$ cat config.mk
export PLATFORM = sky130hd
export DESIGN_NAME = decrypt_demux
export DESIGN_NICKNAME = d
export VERILOG_FILES = /design/src/rtl/decrypt_pkg.sv /design/src/rtl/sync_fifo.sv /design/src/rtl/decrypt_demux.sv
export SDC_FILE = /design/constraint.sdc
export NUM_CORES = 1
export LEC_CHECK = 0
export BUFFER_PORTS_ARGS = -buffer_cell sky130_fd_sc_hd__buf_2
export CORE_MARGIN = 5
export CORE_UTILIZATION = 55
export CTS_CLUSTER_DIAMETER = 80
export DETAILED_ROUTE_END_ITERATION = 6
export PLACE_DENSITY = 0.85
export SLEW_MARGIN = 15
export SYNTH_ARGS = -nofsm -noshare
export SYNTH_HDL_FRONTEND = slang
export SYNTH_SLANG_ARGS = --single-unit
$ cat constraint.sdc
create_clock -name clk -period 3.27 [get_ports clk]
set_clock_uncertainty 0.1 [all_clocks]
set_input_delay 0.327 -clock clk [delete_from_list [all_inputs] [get_ports clk]]
set_output_delay 0.327 -clock clk [all_outputs]
set_load 0.01 [all_outputs]
$ cat src/rtl/decrypt_pkg.sv
// Shared constants and channel encodings for the decrypt demultiplexer.
package decrypt_pkg;

    localparam int         D_WIDTH = 8;
    localparam logic [7:0] TERM    = 8'hFA;

    // Routing tag stored alongside every buffered byte.
    typedef enum logic [1:0] {
        CH_0       = 2'd0,
        CH_1       = 2'd1,
        CH_2       = 2'd2,
        CH_DISCARD = 2'd3
    } chan_e;

endpackage

$ cat src/rtl/sync_fifo.sv
// Single-clock FIFO with synchronous active-high reset and occupancy count.
// Writes are refused while full, even if a read happens in the same cycle.
module sync_fifo #(
    parameter int WIDTH = 10,
    parameter int DEPTH = 4,
    localparam int AW   = (DEPTH > 1) ? $clog2(DEPTH) : 1
) (
    input  logic             clk,
    input  logic             rst_n,
    input  logic             wr_en,
    input  logic [WIDTH-1:0] wr_data,
    input  logic             rd_en,
    output logic [WIDTH-1:0] rd_data,
    output logic             full,
    output logic             empty,
    output logic [AW:0]      count
);

    logic [WIDTH-1:0] mem [DEPTH];
    logic [AW-1:0]    wr_ptr;
    logic [AW-1:0]    rd_ptr;
    logic             wr_do;
    logic             rd_do;

    assign full    = (count == (AW+1)'(DEPTH));
    assign empty   = (count == '0);
    assign wr_do   = wr_en && !full;
    assign rd_do   = rd_en && !empty;
    assign rd_data = mem[rd_ptr];

    // Storage array: written on accepted pushes only.
    // NOTE: the data array is deliberately not reset; the count and pointers
    // alone define what is valid, and resetting storage costs flops for nothing.
    always_ff @(posedge clk) begin
        if (wr_do) begin
            mem[wr_ptr] <= wr_data;
        end
    end

    // Pointer and occupancy bookkeeping; DEPTH is a power of two so the
    // pointers wrap naturally.
    // NOTE: sequential state uses non-blocking assignments so every register
    // samples pre-edge values regardless of statement order.
    always_ff @(posedge clk) begin
        if (rst_n) begin
            wr_ptr <= '0;
            rd_ptr <= '0;
            count  <= '0;
        end else begin
            if (wr_do) wr_ptr <= wr_ptr + 1'b1;
            if (rd_do) rd_ptr <= rd_ptr + 1'b1;
            case ({wr_do, rd_do})
                2'b10:   count <= count + 1'b1;
                2'b01:   count <= count - 1'b1;
                default: count <= count;
            endcase
        end
    end

endmodule

$ cat src/rtl/decrypt_demux.sv
// Buffers ciphertext bytes tagged with their message's channel and routes
// them in order to one of three decryptors, or discards them.
// rst_n is a synchronous, active-high reset despite its name.
module decrypt_demux #(
    parameter int                 D_WIDTH    = decrypt_pkg::D_WIDTH,
    parameter int                 FIFO_DEPTH = 4,
    parameter logic [D_WIDTH-1:0] TERM       = decrypt_pkg::TERM
) (
    input  logic               clk,
    input  logic               rst_n,
    input  logic [1:0]         select_i,
    input  logic [D_WIDTH-1:0] data_i,
    input  logic               valid_i,
    output logic               busy_o,
    output logic [D_WIDTH-1:0] data0_o,
    output logic [D_WIDTH-1:0] data1_o,
    output logic [D_WIDTH-1:0] data2_o,
    output logic               valid0_o,
    output logic               valid1_o,
    output logic               valid2_o,
    input  logic               busy0_i,
    input  logic               busy1_i,
    input  logic               busy2_i
);

    import decrypt_pkg::*;

    localparam int EW = D_WIDTH + 2;
    localparam int CW = $clog2(FIFO_DEPTH) + 1;

    logic               in_msg;
    chan_e              cur_tag;
    chan_e              wr_tag;
    chan_e              head_tag;
    logic [D_WIDTH-1:0] head_data;
    logic [EW-1:0]      rd_entry;
    logic               fifo_full;
    logic               fifo_empty;
    logic [CW-1:0]      fifo_count;
    logic               wr_accept;
    logic               pop;

    // First byte of a message takes the live select; later bytes reuse it.
    assign wr_tag    = in_msg ? cur_tag : chan_e'(select_i);
    assign wr_accept = valid_i && !fifo_full;
    assign head_tag  = chan_e'(rd_entry[EW-1 -: 2]);
    assign head_data = rd_entry[D_WIDTH-1:0];
    assign busy_o    = (fifo_count == CW'(FIFO_DEPTH));

    sync_fifo #(
        .WIDTH (EW),
        .DEPTH (FIFO_DEPTH)
    ) u_fifo (
        .clk     (clk),
        .rst_n   (rst_n),
        .wr_en   (valid_i),
        .wr_data ({wr_tag, data_i}),
        .rd_en   (pop),
        .rd_data (rd_entry),
        .full    (fifo_full),
        .empty   (fifo_empty),
        .count   (fifo_count)
    );

    // Track message boundaries on the write side; dropped bytes do not count.
    always_ff @(posedge clk) begin
        if (rst_n) begin
            in_msg  <= 1'b0;
            cur_tag <= CH_0;
        end else if (wr_accept) begin
            in_msg  <= (data_i != TERM);
            cur_tag <= wr_tag;
        end
    end

    // Head-of-line arbitration: pop when the head's target can take it.
    // NOTE: pop gets its default before the case so no path leaves it
    // unassigned, which would otherwise infer a latch.
    always_comb begin
        pop = 1'b0;
        if (!fifo_empty) begin
            case (head_tag)
                CH_0:       pop = !busy0_i;
                CH_1:       pop = !busy1_i;
                CH_2:       pop = !busy2_i;
                CH_DISCARD: pop = 1'b1;
                default:    pop = 1'b0;
            endcase
        end
    end

    // Registered outputs: one-cycle strobe on the popped channel, zeros elsewhere.
    always_ff @(posedge clk) begin
        if (rst_n) begin
            valid0_o <= 1'b0;
            valid1_o <= 1'b0;
            valid2_o <= 1'b0;
            data0_o  <= '0;
            data1_o  <= '0;
            data2_o  <= '0;
        end else begin
            valid0_o <= 1'b0;
            valid1_o <= 1'b0;
            valid2_o <= 1'b0;
            data0_o  <= '0;
            data1_o  <= '0;
            data2_o  <= '0;
            if (pop) begin
                case (head_tag)
                    CH_0: begin
                        valid0_o <= 1'b1;
                        data0_o  <= head_data;
                    end
                    CH_1: begin
                        valid1_o <= 1'b1;
                        data1_o  <= head_data;
                    end
                    CH_2: begin
                        valid2_o <= 1'b1;
                        data2_o  <= head_data;
                    end
                    default: ;
                endcase
            end
        end
    end

endmodule

==> flow_summary.yaml <==
global_route:
  grt_usage_pct: 15.0
  grt_pass1_wl_mm: 7.94
  via_count_of_the_first_global_routing_pass: 1603
  antenna_found_initial: 0
  grt_start_max_net_pins: 15
  globalRouteOverflowTotal: 0
critical_path:
  worst_ep_arrival_time_ns: 3.08
  setup.worst_path.start_class: "flop"
  data_required_time_of_the_critical_path_ns: 3.43
  critical_path_peak_fanout: 4
  r2r_slack_ns: 0.36
  cp-end-kind: "flop"
  worstSetupPathType: "reg -> reg"
floorplanning:
  die_area_sq_mm: 0.00692
  num_io_pins: 44
  fp.dieW_um: 83.2
  dieHeight_um: 83.2
  rows: 26
  coreArea_sq_mm: 0.00514
  floorplan.initialDensity_pct: 57.3
pwr:
  irDropWorstVdd_v: 0.000320
  clock_share_of_power_pct: 28.6
  power_per_cell_area_mw_per_mm2: 786
  netSwitchingPower_mw: 0.780
  combPwrFrac_pct: 25.6
  power_frac_seq_pct: 45.8
  switching_share_pct: 28.8
  power.internal_mw: 1.93
  p_leak_nw: 1.40
  post-layout-total-power_mw: 2.71
place:
  buffer_ports.inserted: 43
  placed_area_sq_mm: 0.00323
  dp_hpwl_mm: 3.25
  routabilityCongestion: 0.720
synthesis:
  synth-edff-count: 40
  yosysUniqueCellTypes: 37
  synth_async_sr_flop_share_pct: 0
  ys_dominant_reg_cell: "sky130_fd_sc_hd__edfxtp_1"
  ys_seq_area_share_pct: 67.3
  synth_top_cells_by_area: "sky130_fd_sc_hd__edfxtp_1 41%, sky130_fd_sc_hd__dfxtp_1 26%, sky130_fd_sc_hd__mux4_2 3.8%, sky130_fd_sc_hd__mux4_1 3.6%, sky130_fd_sc_hd__nor2b_2 3.0%"
  synthesis.nets: 206
  synth_most_common_cell: "sky130_fd_sc_hd__edfxtp_1"
  yosys_warnings: 0
  syn_area_per_cell_sq_um: 16.0
  post_synth_most_frequent_cells: "40 x sky130_fd_sc_hd__edfxtp_1, 39 x sky130_fd_sc_hd__dfxtp_1, 12 x sky130_fd_sc_hd__and2_1, 12 x sky130_fd_sc_hd__nor2_1, 10 x sky130_fd_sc_hd__nor2b_2"
  synth-seq-cells: 79
  netlist_instances: 184
  post_synth_instance_area_sq_mm: 0.00295
  synth_largest_type_area_fraction_pct: 40.8
  synth.largest_area_cell: "sky130_fd_sc_hd__edfxtp_1"
drt:
  remaining_drc_errors: 0
  route.final.wire_length_mm: 4.84
  detail_route.iter0.violations: 107
  post_drt_via_cell_ratio: 4.93
  routed-via-count: 1528
  ant_nets: 0
  initial_drt_pass_iterations: 4
  avgRoutedWirePerCell_um: 15.6
cts:
  max-clock-path-buffers: 2
  cts_inserted_buffers: 9
  clock_tree.htree_level_count: 3
  cts.sink_count: 79
  ctsHoldBuffers: 0
  clkTransAtPathRegs_ns: 0.08
  worstSkewPairLatency_ns: 0.34
  post_cts_resize_count: 0
  cts_tree: "yes"
  post-cts-setup-buffer-count: 0
  clk_root_buffer_cell: "sky130_fd_sc_hd__clkbuf_8"
timing:
  finalCriticalPeriod_ns: 2.91
  maxSlewViolCount: 0
  tightestPinTransition_ns: 0.555
  fin_crit_sh_pct: 89.1
  max_clock_freq_mhz: 343
  headroom_to_the_max_slew_limit_pct: 63.0
  setup_total_negative_slack_ns: 0
  setup_repair_after_global_routing_missed_its_margin: "false"
  finalHoldViolCount: 0
  final-setup-viol-count: 0
final_layout:
  n_fill_cell: 351
  areaGrowthSynthToFinish_pct: 17.0
  finalInstanceArea_sq_mm: 0.00345
  n_antenna_cell: 0
  layout-drive-gt1-share_pct: 38.8
  finish.net_count: 257
min_path:
  start_point_of_the_worst_hold_path: "data_i[6]"
  timing.hold.worst.class: "in -> reg"
outcome:
  outcome: "finished, final reports clean"
job:
  max_cap_violations: 0
-- routing by layer --
| metal | global-route usage [%] | vias to the layer above | routed length (um) |
|---|---|---|---|
| li1 | - | 758 | - |
| met1 | 17.1 | 726 | 2050 |
| met2 | 25.4 | 36 | 2460 |
| met3 | 4.36 | 8 | 224 |
| met4 | 8.02 | 0 | 101 |
| met5 | 0 | - | 0 |
-- placed cells by master, fill, tap and decap left out, drive strengths merged, types with 5 or more instances in the layout --
master and n:
edfxtp 40, mux4 9, clkbuf 11, and2 12, inv 13, dfxtp 39
nor2b 11, nor2 16, ha 5, buf 46, mux2i 9
-- power by group through the flow --
stage / registers [mW] / logic, mW / clock network (mW)
after detailed placement: 1.26 / 0.691 / 0
after global placement: 1.26 / 0.674 / 0
after CTS: 1.24 / 0.703 / 0.787
after floorplan: 1.26 / 0.532 / 0
final: 1.24 / 0.694 / 0.775
after global routing: 1.26 / 0.757 / 0.835
-- final cells by class --
class	instances	area, sq um	area share, %
tap	70	87.6	2.54
timing repair buffer	46	238	6.89
clock buffer	11	163	4.72
sequential	79	1980	57.5
multi-input combinational	89	881	25.5
inverter	10	37.5	1.09
clock inverter	5	60.1	1.74
-- logic make-up (layout without fill, tap and decap cells) --
logic type      Yosys count  in the layout  synth area share [%]
compound gates            6              6                  1.49
mux                      21             21                  11.7
buf+inv                  16             72                  2.84
flops                    79             79                  67.3
simple gates             52             52                  12.7
xor+xnor                  4              4                  1.19
fa+ha+maj                 6              6                  2.80
-- path summary, 6_finish.rpt --
path                                         end  depth (start not counted)
worst max-delay path             u_fifo.count[2]                          9
worst min-delay path            u_fifo.mem[2][6]                          1
worst max register to register   u_fifo.count[2]                          9
worst min register to register        cur_tag[1]                          2
-- registers in the layout, indices dropped and copies added (netlist names), named ones only --
signal,count
valid1_o,1
in_msg,1
valid0_o,1
cur_tag,2
u_fifo.rd_ptr,2
u_fifo.mem,40
data2_o,8
data1_o,8
data0_o,8
u_fifo.count,3
u_fifo.wr_ptr,2
valid2_o,1
-- through the flow --
stage,utilization [%],hold slack [ns],worst slack [ns],instances
3_3_place_gp,62.8,0.368,0.480,294
2_1_floorplan,-,0.299,0.537,184
5_1_grt,67.1,0.111,0.222,310
4_1_cts,67.1,0.0991,0.333,310
3_5_place_dp,62.8,0.382,0.404,294
6_report,67.1,0.111,0.356,310
-- critical path, stage by stage (launching register included) --
cell and delay (ns):
sky130_fd_sc_hd__dfxtp_1 0.42, sky130_fd_sc_hd__mux2_1 0.33, sky130_fd_sc_hd__or4b_1 0.53, sky130_fd_sc_hd__o2111ai_2 0.15, sky130_fd_sc_hd__inv_1 0.08, sky130_fd_sc_hd__ha_1 0.22
sky130_fd_sc_hd__fa_1 0.39, sky130_fd_sc_hd__xnor2_1 0.15, sky130_fd_sc_hd__or3_1 0.32, sky130_fd_sc_hd__a21oi_1 0.16
No activity file was read; power rests on OpenSTA's default activity.
